--- config.mk ---
export PLATFORM = sky130hd
export DESIGN_NAME = deserialize
export DESIGN_NICKNAME = d
export VERILOG_FILES = /design/src/rtl/deserialize.sv
export SDC_FILE = /design/constraint.sdc
export NUM_CORES = 1
export LEC_CHECK = 0
export ABC_AREA = 1
export ABC_CLOCK_PERIOD_IN_PS = 1400
export BUFFER_PORTS_ARGS = -buffer_cell sky130_fd_sc_hd__clkbuf_2
export CAP_MARGIN = 20
export CELL_PAD_IN_SITES_DETAIL_PLACEMENT = 1
export CELL_PAD_IN_SITES_GLOBAL_PLACEMENT = 1
export CORE_ASPECT_RATIO = 1.25
export CORE_MARGIN = 2
export CORE_UTILIZATION = 39
export DETAILED_ROUTE_END_ITERATION = 10
export PLACE_DENSITY_LB_ADDON = 0.1
export SLEW_MARGIN = 30
export SYNTH_ARGS = -nofsm -noshare
export SYNTH_HDL_FRONTEND = slang
export SYNTH_SLANG_ARGS = --single-unit
--- constraint.sdc ---
create_clock -name clk -period 1.4 [get_ports clk]
set_input_delay 0.07 -clock clk [delete_from_list [all_inputs] [get_ports clk]]
set_output_delay 0.07 -clock clk [all_outputs]
set_load 0.02 [all_outputs]
--- src/rtl/deserialize.sv ---
// Serial-to-parallel converter: assembles 8-bit frames MSB- or LSB-first
// and holds each byte under a valid/ready handshake until it is accepted.
module deserialize (
  input  logic       clk,
  input  logic       rst_n,
  input  logic       start,
  input  logic       dir,
  input  logic       bit_in,
  input  logic       bit_valid,
  output logic [7:0] out,
  output logic       out_valid,
  input  logic       out_ready,
  output logic       busy,
  output logic       overrun
);

  localparam int unsigned DW = 8;
  localparam int unsigned CW = 3;

  typedef enum logic [1:0] {
    IDLE = 2'd0,
    RECV = 2'd1,
    HOLD = 2'd2
  } state_t;

  state_t        state, state_nxt;
  logic [DW-1:0] sr, sr_nxt;
  logic [CW-1:0] cnt, cnt_nxt;
  logic          dir_q, dir_nxt;
  logic [DW-1:0] out_nxt;
  logic          out_valid_nxt;
  logic          busy_nxt;
  logic          overrun_nxt;
  logic [DW-1:0] shifted;

  // State and registered outputs
  always_ff @(posedge clk) begin
    if (!rst_n) begin
      state     <= IDLE;
      sr        <= '0;
      cnt       <= '0;
      dir_q     <= 1'b0;
      out       <= '0;
      out_valid <= 1'b0;
      busy      <= 1'b0;
      overrun   <= 1'b0;
    end else begin
      state     <= state_nxt;
      sr        <= sr_nxt;
      cnt       <= cnt_nxt;
      dir_q     <= dir_nxt;
      out       <= out_nxt;
      out_valid <= out_valid_nxt;
      busy      <= busy_nxt;
      overrun   <= overrun_nxt;
    end
  end

  // Next-state and next-output logic; an accepted start always restarts the frame
  always_comb begin
    state_nxt     = state;
    sr_nxt        = sr;
    cnt_nxt       = cnt;
    dir_nxt       = dir_q;
    out_nxt       = out;
    out_valid_nxt = out_valid;
    overrun_nxt   = overrun;
    shifted       = dir_q ? {bit_in, sr[DW-1:1]} : {sr[DW-2:0], bit_in};

    case (state)
      IDLE: begin
        if (start) begin
          state_nxt   = RECV;
          cnt_nxt     = '0;
          sr_nxt      = '0;
          dir_nxt     = dir;
          overrun_nxt = 1'b0;
        end else if (bit_valid) begin
          overrun_nxt = 1'b1;
        end
      end
      RECV: begin
        if (start) begin
          cnt_nxt     = '0;
          sr_nxt      = '0;
          dir_nxt     = dir;
          overrun_nxt = 1'b0;
        end else if (bit_valid) begin
          sr_nxt  = shifted;
          cnt_nxt = cnt + CW'(1);
          if (cnt == CW'(DW - 1)) begin
            state_nxt     = HOLD;
            out_nxt       = shifted;
            out_valid_nxt = 1'b1;
          end
        end
      end
      HOLD: begin
        if (out_valid && out_ready) begin
          out_valid_nxt = 1'b0;
          if (start) begin
            state_nxt   = RECV;
            cnt_nxt     = '0;
            sr_nxt      = '0;
            dir_nxt     = dir;
            overrun_nxt = 1'b0;
          end else begin
            state_nxt = IDLE;
            if (bit_valid) overrun_nxt = 1'b1;
          end
        end else if (bit_valid) begin
          overrun_nxt = 1'b1;
        end
      end
      default: begin
        state_nxt     = IDLE;
        out_valid_nxt = 1'b0;
      end
    endcase

    busy_nxt = (state_nxt == RECV);
  end

endmodule

==> results of run 1 <==
## tightest hold or removal path, cell delays in order
cell and delay (ns):
clkbuf_2 0.08, nor2_1 0.04, nor2_1 0.09
## registers in the layout (all words and copies together) (netlist names)
signal     count
dir_q          1
sr             8
out            8
out_valid      1
cnt            3
overrun        1
busy           1
state          2
## through the flow
step / setup TNS [ns] / area (µm²)
after floorplan: 0 / 1285
after global placement: -0.03785 / 1439
after detailed placement: -0.3950 / 1439
after CTS: -0.003299 / 1518
after global routing: -0.01641 / 1594
final: 0 / 1594
## synth_stat cells, drive strengths merged
master,n
clkbuf,1
dfxtp,25
nand2,64
ha,6
a21oi,20
o21ai,10
nand3b,1
nand3,8
nor2,23
nor3,2
inv,26
buf,4
nand4,1
## layout by cell type (no fill, tap or decap), drive strengths merged
master | netlist | final
inv | 26 | 26
o21ai | 10 | 10
ha | 6 | 6
nand2 | 64 | 64
buf | 4 | 8
clkinv | 0 | 1
nand4 | 1 | 1
dfxtp | 25 | 25
nor3 | 2 | 2
nand3b | 1 | 1
clkbuf | 1 | 20
nor2 | 23 | 23
nand3 | 8 | 10
a21oi | 20 | 20
## power by group through the flow
stage	Sequential [W]	Clock, W	Combinational [W]
5_1_grt	0.000771	0.000469	0.000287
3_5_place_dp	0.000780	0	0.000226
3_3_place_gp	0.000779	0	0.000213
4_1_cts	0.000765	0.000444	0.000235
6_report	0.000766	0.000433	0.000252
2_1_floorplan	0.000778	0	0.000158
## layer usage
metal / wire, µm / up-vias
li1: - / 652
met1: 1436 / 626
met2: 1863 / 19
met3: 66 / 7
met4: 76 / 0
met5: 0 / -
## logic make-up after synthesis
kind of cell | Yosys count | share of synthesized area (%)
flops | 25 | 38.95
compound gates | 30 | 11.68
fa+ha+maj | 6 | 5.842
buf+inv | 31 | 9.931
simple gates | 99 | 33.59
## layout make-up
type,count,area (µm²)
Fill cell,430,1572
Clock buffer,3,41.29
Multi-Input combinational cell,137,747.0
Tap cell,37,46.29
Timing Repair Buffer,25,145.1
Clock inverter,1,5.005
Sequential cell,25,506.7
Inverter,26,102.6
## what timing repair did
action                     in CTS  in global routing
cloned                          1                  1
setup endpoints to repair      13                 23
setup buffers                   0                  1
resized for setup               6                 18
pin swaps                       0                  6
## how the worst min path moves through the flow
stage / endpoint / slack (ns) / depth (start not counted) / start
finish: dir_q / 0.05 / 3 / dir
global route: dir_q / 0.09 / 3 / dir
CTS: dir_q / 0.04 / 3 / dir
detailed placement: dir_q / 0.32 / 3 / dir
global placement: dir_q / 0.31 / 3 / dir
floorplan: out_valid / 0.19 / 2 / rst_n
==> flow_summary.json, run 1 <==
{
  "status": "finished clean",
  "seqPwrFrac_pct": 52.8,
  "clkTransAtPathRegs_ns": 0.09,
  "rr_worst_depth": 7,
  "synth.distinct_cells": 19,
  "nNetsFinal": 231,
  "synth_seq_cells": 25,
  "vdd_drop_max_mv": 0.5249,
  "ys_seq_area_share_pct": 38.95,
  "arrival_ns": 1.52,
  "internal-power_w": 0.001033,
  "setup_viol": 0,
  "rows": 23,
  "cp.depth": 7,
  "crit_path_end": "busy",
  "p_per_area_nw_per_um2": 910.3,
  "max_slew.worst_pin.slew_ns": 0.4110,
  "num_vias": 1304,
  "crit_family": "simple AND/OR/NAND/NOR gates",
  "synth.area.top_cells": "dfxtp_1, nand2_1, a21oi_1, inv_1, nor2_1",
  "worst-setup-path-type": "register to register",
  "overflow": 0,
  "route.detailed.drc": 0,
  "crit_fanout": 9,
  "area.growth.synth_to_final_pct": 24.05,
  "power.total_w": 0.001451,
  "detail_route.wl_per_cell_um": 13.55,
  "crit_chain": "ha_1 > ha_1 > nand2_2 > nor2_8 > nor2_1 > nor2_1 > nor2_1",
  "power_leakage_nw": 0.7685,
  "post-route-period-util_pct": 93.16,
  "fp.coreArea_um2": 3166,
  "r2r_start": "cnt[0]",
  "slew_violations": 0,
  "place_congestion": 0.7924,
  "grt_pass1_vias": 1313,
  "startpoint": "cnt[0]",
  "rsz0062_at_grt": "yes",
  "switching_share_pct": 28.85,
  "top_usage_layer": "met2",
  "r2r_end": "busy",
  "use_met1_pct": 20.44,
  "avgSynthCellArea_um2": 6.728,
  "htreeDepth": 1,
  "numPortBuffers": 17,
  "power_frac_clock_pct": 29.8,
  "yosys_warnings": 0,
  "slowest_stage": "dfxtp_1",
  "required_ns": 1.61,
  "power.switching_w": 0.0004186,
  "cts.sinks": 25,
  "totalWireLength_um": 3441,
  "dieArea_um2": 3773,
  "dr.pass1.iters": 5,
  "finalNonFillerCells": 254,
  "crit_path_start_kind": "register",
  "met2_usage_pct": 36.46,
  "synth_top_area_share_pct": 38.95,
  "die_x_um": 55.34,
  "whs_ns": 0.05197,
  "relSlewSlack_pct": 72.31,
  "drtIter0Drc": 32,
  "hold_violations": 0,
  "min_path_type": "input pin to register",
  "grt_usage_pct": 18.99,
  "initial_utilization_pct": 40.59,
  "r2r_slack_ns": 0.1,
  "synthCells": 191,
  "timing.critical_path.to_type": "register",
  "fin_ws_ns": 0.09577,
  "numCtsBuffers": 3,
  "place_worst_setup_slack_ns": -0.06840,
  "fin_util_pct": 50.36,
  "cpPeakStageDelay_ns": 0.33,
  "maxCapViolCount": 0,
  "grt_pass1_wl_um": 5637,
  "clk_path_buf_depth": 2,
  "synth_nets": 204,
  "die_h_um": 68.18,
  "grt_antenna_before_repair": 0,
  "drive_above_1_share_pct": 24.42,
  "cp_num_buf_inv": 0,
  "grt_max_degree": 15,
  "fin_skew_ns": 0.004486,
  "io_pins": 18,
  "diodes": 0,
  "antenna_left": 0,
  "cts_root_buffer": "clkbuf_8",
  "hpwl_um": 2529,
  "power_frac_comb_pct": 17.3,
  "grt_util_met3_pct": 2.647,
  "fmax_ghz": 0.7667,
  "syn_area_um2": 1285,
  "hold_buffers": 0,
  "via_per_inst": 5.134,
  "cts_tree": "built",
  "yosys.area.top_type": "dfxtp_1",
  "cp_common_cell": "nor2_1",
  "clk_latency_ns": 0.27,
  "dpl.cell_count": 247,
  "fin_crit_ns": 1.304
}
(Power assumes the default switching activity.)
==> run 2: changes to the inputs <==
- CTS_BUF_LIST: not set -> sky130_fd_sc_hd__clkbuf_16
- REMOVE_ABC_BUFFERS: not set -> 1
==> flow_summary.json, run 2 (same netlist as run 1, synthesis figures left out) <==
{
  "route.detailed.drc": 0,
  "dpl.cell_count": 247,
  "crit_fanout": 5,
  "place_congestion": 0.8270,
  "cp.depth": 8,
  "overflow": 0,
  "clkTransAtPathRegs_ns": 0.06,
  "final_cell_mix": "nand2_1, dfxtp_1, inv_1, nor2_1, clkbuf_2",
  "startpoint": "state[1]",
  "worst-setup-path-type": "register to register",
  "crit_path_start_kind": "register",
  "hold_violations": 0,
  "reg.largest.list": "out: 8 flops, sr: 8 flops, cnt: 3 flops",
  "finalNonFillerCells": 258,
  "slew_violations": 0,
  "p_per_area_nw_per_um2": 1015,
  "fin_crit_ns": 1.391,
  "power_frac_clock_pct": 39.2,
  "place_worst_setup_slack_ns": -0.07226,
  "min_from": "dir",
  "whs_path_depth": 3,
  "initial_utilization_pct": 40.59,
  "mostFrequentLayoutCell": "nand2_1",
  "status": "finished clean",
  "power_leakage_nw": 0.7999,
  "timing.critical_path.to_type": "register",
  "drive_above_1_share_pct": 27.60,
  "min_path_type": "input pin to register",
  "hpwl_um": 2462,
  "switching_share_pct": 27.65,
  "r2r_start": "state[1]",
  "fmax_ghz": 0.7190,
  "grt_antenna_before_repair": 0,
  "dr.pass1.iters": 4,
  "die_h_um": 68.18,
  "rsz0062_at_grt": "yes",
  "fin_skew_ns": 0.004071,
  "die_x_um": 55.34,
  "rows": 23,
  "arrival_ns": 1.60,
  "required_ns": 1.60,
  "maxCapViolCount": 0,
  "grt_pass1_vias": 1308,
  "diodes": 0,
  "max_slew.worst_pin.slew_ns": 0.4297,
  "totalWireLength_um": 3788,
  "nNetsFinal": 235,
  "relSlewSlack_pct": 71.05,
  "grt_max_degree": 16,
  "num_vias": 1320,
  "vdd_drop_max_mv": 0.6060,
  "cts_tree": "built",
  "htreeDepth": 1,
  "fill_cells": 417,
  "drtIter0Drc": 24,
  "power.total_w": 0.001685,
  "cpPeakStageDelay_ns": 0.33,
  "crit_family": "simple AND/OR/NAND/NOR gates",
  "post-route-period-util_pct": 99.34,
  "fin_ws_ns": 0.009232,
  "seqPwrFrac_pct": 45.1,
  "detail_route.wl_per_cell_um": 14.68,
  "internal-power_w": 0.001219,
  "numCtsBuffers": 3,
  "whs_ns": 0.03456,
  "cp_num_buf_inv": 3,
  "fp.coreArea_um2": 3166,
  "grt_usage_pct": 20.28,
  "area.growth.synth_to_final_pct": 29.21,
  "setup_viol": 0,
  "power_frac_comb_pct": 15.7,
  "grt_pass1_wl_um": 5927,
  "numPortBuffers": 17,
  "clk_latency_ns": 0.26,
  "rr_worst_depth": 8,
  "cts.sinks": 25,
  "dieArea_um2": 3773,
  "via_per_inst": 5.116,
  "crit_chain": "buf_4 > ha_1 > inv_2 > buf_4 > nand3_2 > nand2_1 > nand2_1 > nor2_1",
  "clk_path_buf_depth": 2,
  "cts_root_buffer": "clkbuf_16",
  "io_pins": 18,
  "power.switching_w": 0.0004659,
  "antenna_left": 0,
  "slowest_stage": "dfxtp_2",
  "setup_tns_ns": 0
}
==> run 2: cell count changes in the layout (fill, tap and decap cells not counted), moves of 2 or more <==
| cell | change |
|---|---|
| a21oi_2 | +3 |
| a21oi_1 | -3 |
| nand3_2 | +2 |
| nor2_1 | -2 |
| inv_4 | -2 |
| ha_2 | +2 |
| buf_4 | +3 |
| nor2_2 | +2 |
| clkbuf_16 | +3 |
| clkbuf_8 | -3 |
==> run 2: repair_timing <==
| action | 4_1_cts | 5_1_grt |
|---|---|---|
| setup endpoints to repair | 11 | 25 |
| cloned | 1 | 2 |
| setup buffers | 0 | 4 |
| hold buffers | 0 | 0 |
| pin swaps | 1 | 5 |
| resized for setup | 4 | 19 |
==> run 2: power groups by stage <==
stage | clock (W) | sequential (W) | combinational [W]
3_3_place_gp | 0 | 0.000773 | 0.000211
2_1_floorplan | 0 | 0.000781 | 0.000142
3_5_place_dp | 0 | 0.000775 | 0.000223
5_1_grt | 0.000702 | 0.000764 | 0.000301
6_report | 0.000660 | 0.000761 | 0.000264
4_1_cts | 0.000682 | 0.000759 | 0.000234
==> run 2: final cells by class <==
class                           count  area [µm²]  area share (%)
Timing Repair Buffer               28       167.7           10.10
Clock inverter                      1       7.507          0.4521
Inverter                           26       97.59           5.878
Multi-Input combinational cell    138       763.2           45.97
Tap cell                           37       46.29           2.788
Clock buffer                        3       75.07           4.521
Sequential cell                    25       503.0           30.29
==> run 2: tightest hold or removal path: cells and delay by family <==
kind	cells	cell delay [ns]
buffers and inverters	1	0.08
AND/OR/NAND/NOR	2	0.12
==> run 2: metrics by stage <==
step,util [%],area (µm²)
2_1_floorplan,-,1255
3_3_place_gp,45.45,1439
3_5_place_dp,45.45,1439
4_1_cts,48.74,1543
5_1_grt,52.45,1660
6_report,52.45,1660
==> run 2: path summary, 6_finish.rpt <==
check,slack [ns],endpoint
worst max-delay path,0.009,cnt[2]
worst min-delay path,0.03,dir_q
worst max register to register,0.009,cnt[2]
worst min register to register,0.47,out[4]
==> run 2: metal layers <==
metal	routed length [µm]	vias to the layer above	GRT usage, %	part of all wire [%]
met4	72	0	8.841	1.9
met1	1718	624	24.04	45
met5	0	-	0	0
met3	131	9	2.647	3.5
li1	-	663	-	-
met2	1867	24	37.05	49
